File: src/rtl/cp0_exc_unit.sv
`default_nettype none
// ============================================================================
//  Module      : cp0_exc_unit
//  Description : Coprocessor-0 exception sink for the 5-stage MIPS pipeline.
//                Decides exception/interrupt entry from the M-stage exception
//                code and the hardware interrupt lines, holds SR/Cause/EPC,
//                and serves mfc0/mtc0/eret.
//                Optional Count/Compare timer enabled by macro CP0_TIMER_EN.
//  Revision    : 1.0 - initial release
// ============================================================================
module cp0_exc_unit #(
  parameter logic [31:0] PRID_VAL   = 32'h0000_4D49,
  parameter logic [31:0] HANDLER_PC = 32'h0000_4180
) (
  input  logic        clk,
  input  logic        reset,
  input  logic [31:0] PC_M,
  input  logic [4:0]  ExcCode_M,
  input  logic        BD_M,
  input  logic [5:0]  HWInt,
  input  logic [4:0]  cp0_addr,
  input  logic [31:0] cp0_din,
  input  logic        cp0_we,
  input  logic        eret_M,
  output logic        IntReq,
  output logic [31:0] exc_pc,
  output logic [31:0] EPC_out,
  output logic [31:0] cp0_dout
);

  localparam logic [4:0] c_REG_COUNT   = 5'd9;
  localparam logic [4:0] c_REG_COMPARE = 5'd11;
  localparam logic [4:0] c_REG_SR      = 5'd12;
  localparam logic [4:0] c_REG_CAUSE   = 5'd13;
  localparam logic [4:0] c_REG_EPC     = 5'd14;
  localparam logic [4:0] c_REG_PRID    = 5'd15;

  // Architectural state (only the implemented fields are stored)
  logic [5:0]  r_sr_im;
  logic        r_sr_exl;
  logic        r_sr_ie;
  logic        r_cause_bd;
  logic [5:0]  r_cause_ip;
  logic [4:0]  r_cause_exc;
  logic [31:0] r_epc;

  logic [5:0]  w_hwint_eff;
  logic        w_int_pend;
  logic        w_exc_pend;
  logic        w_int_req;
  logic        w_mtc0_ok;
  logic [31:0] w_epc_next;
  logic [31:0] w_sr;
  logic [31:0] w_cause;

`ifdef CP0_TIMER_EN
  logic [31:0] r_count;
  logic [31:0] r_compare;
  logic        r_timer_pend;

  // The timer shares the IP7 line with external interrupt 5
  assign w_hwint_eff = HWInt | {r_timer_pend, 5'b0_0000};
`else
  assign w_hwint_eff = HWInt;
`endif

  // Entry conditions; EXL masks both sources so nesting is impossible
  assign w_int_pend = (|(w_hwint_eff & r_sr_im)) & r_sr_ie & ~r_sr_exl;
  assign w_exc_pend = (ExcCode_M != 5'd0) & ~r_sr_exl;
  assign w_int_req  = w_int_pend | w_exc_pend;

  // An mtc0 only lands when neither exception entry nor eret claims the cycle
  assign w_mtc0_ok  = cp0_we & ~w_int_req & ~eret_M;

  // Delay-slot instructions restart at the branch; subtraction wraps freely
  assign w_epc_next = BD_M ? (PC_M - 32'd4) : PC_M;

  assign w_sr    = {16'h0000, r_sr_im, 8'h00, r_sr_exl, r_sr_ie};
  assign w_cause = {r_cause_bd, 15'h0000, r_cause_ip, 3'b000, r_cause_exc, 2'b00};

  assign IntReq  = w_int_req;
  assign exc_pc  = HANDLER_PC;
  assign EPC_out = r_epc;

  // SR/Cause/EPC update: reset, then exception entry, eret, mtc0 in priority
  always_ff @(posedge clk) begin
    if (!reset) begin
      r_sr_im     <= 6'd0;
      r_sr_exl    <= 1'b0;
      r_sr_ie     <= 1'b0;
      r_cause_bd  <= 1'b0;
      r_cause_ip  <= 6'd0;
      r_cause_exc <= 5'd0;
      r_epc       <= 32'd0;
    end else begin
      r_cause_ip <= w_hwint_eff;
      if (w_int_req) begin
        r_sr_exl    <= 1'b1;
        r_cause_exc <= w_int_pend ? 5'd0 : ExcCode_M;
        r_cause_bd  <= BD_M;
        r_epc       <= {w_epc_next[31:2], 2'b00};
      end else if (eret_M) begin
        r_sr_exl <= 1'b0;
      end else if (cp0_we) begin
        case (cp0_addr)
          c_REG_SR: begin
            r_sr_im  <= cp0_din[15:10];
            r_sr_exl <= cp0_din[1];
            r_sr_ie  <= cp0_din[0];
          end
          c_REG_EPC: begin
            r_epc <= {cp0_din[31:2], 2'b00};
          end
          default: begin
          end
        endcase
      end
    end
  end

`ifdef CP0_TIMER_EN
  // Free-running Count, writable Compare, and the sticky match flag
  always_ff @(posedge clk) begin
    if (!reset) begin
      r_count      <= 32'd0;
      r_compare    <= 32'd0;
      r_timer_pend <= 1'b0;
    end else begin
      if (w_mtc0_ok && (cp0_addr == c_REG_COUNT)) begin
        r_count <= cp0_din;
      end else begin
        r_count <= r_count + 32'd1;
      end

      if (w_mtc0_ok && (cp0_addr == c_REG_COMPARE)) begin
        r_compare    <= cp0_din;
        r_timer_pend <= 1'b0;
      end else if ((r_count == r_compare) && (r_compare != 32'd0)) begin
        r_timer_pend <= 1'b1;
      end
    end
  end
`endif

  // mfc0 read mux; returns pre-edge register contents
  always_comb begin
    cp0_dout = 32'd0;
    case (cp0_addr)
`ifdef CP0_TIMER_EN
      c_REG_COUNT:   cp0_dout = r_count;
      c_REG_COMPARE: cp0_dout = r_compare;
`endif
      c_REG_SR:      cp0_dout = w_sr;
      c_REG_CAUSE:   cp0_dout = w_cause;
      c_REG_EPC:     cp0_dout = r_epc;
      c_REG_PRID:    cp0_dout = PRID_VAL;
      default:       cp0_dout = 32'd0;
    endcase
  end

  // Keep the gated-write term referenced when the timer is compiled out
  logic w_unused;
  assign w_unused = w_mtc0_ok;

endmodule
`default_nettype wire

File: config.mk
export PLATFORM = sky130hd
export DESIGN_NAME = cp0_exc_unit
export DESIGN_NICKNAME = d
export VERILOG_FILES = /design/src/rtl/cp0_exc_unit.sv
export SDC_FILE = /design/constraint.sdc
export NUM_CORES = 1
export LEC_CHECK = 0
export ABC_CLOCK_PERIOD_IN_PS = 3000
export CAP_MARGIN = 15
export CELL_PAD_IN_SITES_DETAIL_PLACEMENT = 1
export CELL_PAD_IN_SITES_GLOBAL_PLACEMENT = 2
export CORE_MARGIN = 8
export CORE_UTILIZATION = 22
export CTS_CLUSTER_DIAMETER = 30
export CTS_CLUSTER_SIZE = 28
export DETAILED_ROUTE_END_ITERATION = 16
export PLACE_DENSITY = 0.84
export SLEW_MARGIN = 20
export SYNTH_ARGS = -nofsm -noshare
export SYNTH_HDL_FRONTEND = slang
export SYNTH_SLANG_ARGS = --single-unit
File: constraint.sdc
create_clock -name clk -period 3 [get_ports clk]
set_clock_uncertainty 0.05 [all_clocks]
set_input_delay 0.45 -clock clk [delete_from_list [all_inputs] [get_ports clk]]
set_output_delay 0.45 -clock clk [all_outputs]
set_load 0.02 [all_outputs]
==> flow_metrics.env <==
export IMPL_path_clk_slew_ns=0.06
export IMPL_min_delay_start="r_sr_im[4]"
export IMPL_critPathKind="primary input to output pin"
export IMPL_total_leakage_power_nw=2.00
export IMPL_layout_commonest_cell="clkdlybuf4s50_1"
export IMPL_io_pins=182
export IMPL_gp_congestion=0.823
export IMPL_cpMostUsedCell="clkdlybuf4s50_1"
export IMPL_max_stage_delay_ns=0.64
export IMPL_grt_ovfl_total=0
export IMPL_clockBufferDepth=2
export IMPL_holdPathStages=2
export IMPL_cts_sinks=50
export IMPL_routed_wl_mm=16.9
export IMPL_synth_edf_count=0
export IMPL_cp_max_fo=7
export IMPL_synth_top_flop_cell="dfxtp_1"
export IMPL_fillers=2051
export IMPL_remaining_drc_errors=0
export IMPL_synth_distinct_cells=54
export IMPL_rsz0062_at_grt="no"
export IMPL_cts_resized=0
export IMPL_path_buf_inv=3
export IMPL_fin_nets=688
export IMPL_slew_headroom_pct=48.4
export IMPL_start_kind="primary input"
export IMPL_clk_latency_ns=0.29
export IMPL_dp_cells=820
export IMPL_drt_pass1_iter_count=4
export IMPL_stdcell_count=828
export IMPL_async_flop_share_pct=0
export IMPL_holdPathEnd="r_sr_im[4]"
export IMPL_timing_final_crit_share_pct=96.5
export IMPL_viasPerCell=5.12
export IMPL_drive_gt1_share_pct=10.8
export IMPL_routedWlPerCell_um=20.5
export IMPL_grt_pass1_vias=4517
export IMPL_cp_top_family="buffers and inverters"
export IMPL_hold_path_class="flip-flop to flip-flop"
export IMPL_worst_pin_slew_ns=0.755
export IMPL_place_area_um2=5510
export IMPL_drv_cap=0
export IMPL_r2r_end="EPC_out[8]"
export IMPL_cp_end_kind="output pin"
export IMPL_initial_utilization_pct=22.4
export IMPL_r2r_slack_ns=1.01
export IMPL_hold_viol=0
export IMPL_postCtsSetupBuffers=0
export IMPL_grt_pass1_wl_mm=26.1
export IMPL_num_rows=48
export IMPL_antenna_found_initial=0
export IMPL_finish_utilization_pct=33.0
export IMPL_initialDrtViolationCount=146
export IMPL_portBuffers=145
export IMPL_syn_to_final_growth_pct=47.5
export IMPL_fp_dieH_um=148
export IMPL_vias=4236
export IMPL_syn_inst=469
export IMPL_cp_startpoint="cp0_addr[1]"
export IMPL_ys_seq_area_share_pct=26.1
export IMPL_crit_required_ns=2.50
export IMPL_design_area_um2=5660
export IMPL_finalSetupTns_ns=0
export IMPL_seqCellArea_um2=1000
export IMPL_cts_made_buffers=5
export IMPL_grt_total_usage_pct=14.9
export IMPL_dpl_hpwl_mm=13.4
export IMPL_critical_path_slowest_cell="clkdlybuf4s50_1"
export IMPL_ys_warn_count=0
export IMPL_ys_seq_elements=50
export IMPL_syn_area_um2=3840
export IMPL_cp_arrival_ns=2.40
export IMPL_grt_max_degree=45
export IMPL_finalSetupViolCount=0
export IMPL_fmax_mhz=345
export IMPL_core_area_um2=17200
export IMPL_multi_input_area_um2=2500
export IMPL_cts_root_buffer="clkbuf_16"
export IMPL_maxSlewViolCount=0
export IMPL_avgSynthCellArea_um2=8.19
export IMPL_n_antenna_cell=0
export IMPL_path_cells="clkdlybuf4s50_1 > buf_4 > mux2_2 > o221a_2 > clkdlybuf4s50_1"
export IMPL_final_antenna_net_count=0
export IMPL_crit_reg2reg_launch="r_sr_im[0]"
export IMPL_tritoncts="done"
export IMPL_final_cell_mix="clkdlybuf4s50_1, dfxtp_1, conb_1"
export IMPL_power_density_nw_per_um2=345
export IMPL_finalCriticalPeriod_ns=2.90
export IMPL_fp_dieW_um=148
export IMPL_power_mw=1.95
export IMPL_peakVddDrop_mv=0.215
export IMPL_hold_buffers=0
export IMPL_status="complete, no violations"
export IMPL_cts_max_level=2
export IMPL_ff2ff_path_depth=4
export IMPL_dieArea_um2=21900
stage by stage:
step | worst slack [ns] | hold WS [ns]
global placement | 0.0716 | 0.409
detailed placement | 0.0552 | 0.420
floorplan | 0.664 | 0.395
finish | 0.105 | 0.431
CTS | 0.0159 | 0.430
global route | 0.0532 | 0.459
final cells by class:
class | count | area share, %
repair buffers | 177 | 30.1
clock inverters | 1 | 0.0884
well taps | 225 | 4.97
multi-input cells | 361 | 44.1
inverters | 7 | 0.464
clock buffers | 7 | 2.52
flip-flops and latches | 50 | 17.7
synth_stat cells (all sizes together) (2+ instances only):
| cell type | instances | area share (%) |
|---|---|---|
| nor2b | 3 | 0.49 |
| nand4 | 4 | 0.65 |
| a31oi | 15 | 2.4 |
| o221a | 4 | 1.2 |
| or3 | 9 | 1.5 |
| and2 | 7 | 1.1 |
| o21a | 2 | 0.39 |
| or3b | 6 | 1.4 |
| inv | 7 | 0.68 |
| nand4b | 2 | 0.46 |
| mux2 | 3 | 0.88 |
| nor3b | 2 | 0.39 |
| o31ai | 14 | 2.7 |
| nand2 | 21 | 2.1 |
| a2111oi | 4 | 0.91 |
| nand3b | 2 | 0.39 |
| o41ai | 16 | 3.6 |
| a21oi | 14 | 1.8 |
| or4 | 17 | 3.5 |
| a211oi | 17 | 3.3 |
| nor4 | 14 | 2.4 |
| mux2i | 20 | 5.2 |
| a31o | 2 | 0.46 |
| a311oi | 2 | 0.46 |
| a22oi | 7 | 1.4 |
| and3 | 19 | 3.1 |
| and4 | 20 | 4.6 |
| nor3 | 6 | 0.91 |
| and3b | 2 | 0.46 |
| o21ai | 8 | 1.0 |
| dfxtp | 50 | 26 |
| nor2 | 18 | 1.8 |
| clkbuf | 42 | 4.1 |
| xor2 | 4 | 0.91 |
| nand3 | 6 | 0.78 |
| o31a | 23 | 5.2 |
| buf | 41 | 8.0 |
| nand2b | 5 | 0.81 |
| o211a | 2 | 0.52 |
| conb | 2 | 0.20 |
| xnor2 | 2 | 0.46 |
flip-flops by register name (all words and copies together) (netlist names):
register,count
r_cause_ip,6
r_cause_bd,1
r_sr_im,6
r_sr_ie,1
r_sr_exl,1
r_cause_exc,5
EPC_out,30
logic make-up (layout without fill, tap and decap cells):
kind of cell               count (synthesis)  in the layout  share of synthesized area, %
buffers and inverters                     90            192                          12.8
DFF                                       50             50                          26.1
and+or+nand+nor                          165            165                          27.2
other                                      2             34                         0.196
adders and majority gates                  1              1                         0.326
xor gates and xnor gates                   6              6                          1.37
muxes                                     23             23                          6.09
AOI/OAI and AO/OA                        132            132                          25.9
tightest hold or removal path: cells and delay by family, from the launching register on:
kind	cells	cell delay, ns
and+or+nand+nor	1	0.06
muxes	1	0.05
DFF	1	0.32
layer usage:
metal  global-route usage, %  wire, um
met5                       0         0
met1                    18.0      7130
met2                    26.1      8530
met3                    3.07       975
met4                    4.28       303
power by group:
part	total, mW	leakage (nW)	internal [mW]	switching, mW
combinational	0.614	1.51	0.288	0.326
clock	0.579	0.0739	0.331	0.248
sequential	0.761	0.414	0.714	0.0469
total	1.95	2.00	1.33	0.621
worst max-delay path by stage:
stage,slack (ns),cells after the start,endpoint
2_1_floorplan,0.66,6,EPC_out[29]
5_1_grt,0.05,7,cp0_dout[13]
6_report,0.10,5,cp0_dout[10]
3_3_place_gp,0.07,7,cp0_dout[31]
3_5_place_dp,0.06,7,cp0_dout[31]
4_1_cts,0.02,7,cp0_dout[31]
Note: power is estimated with default switching activity, not from simulation.
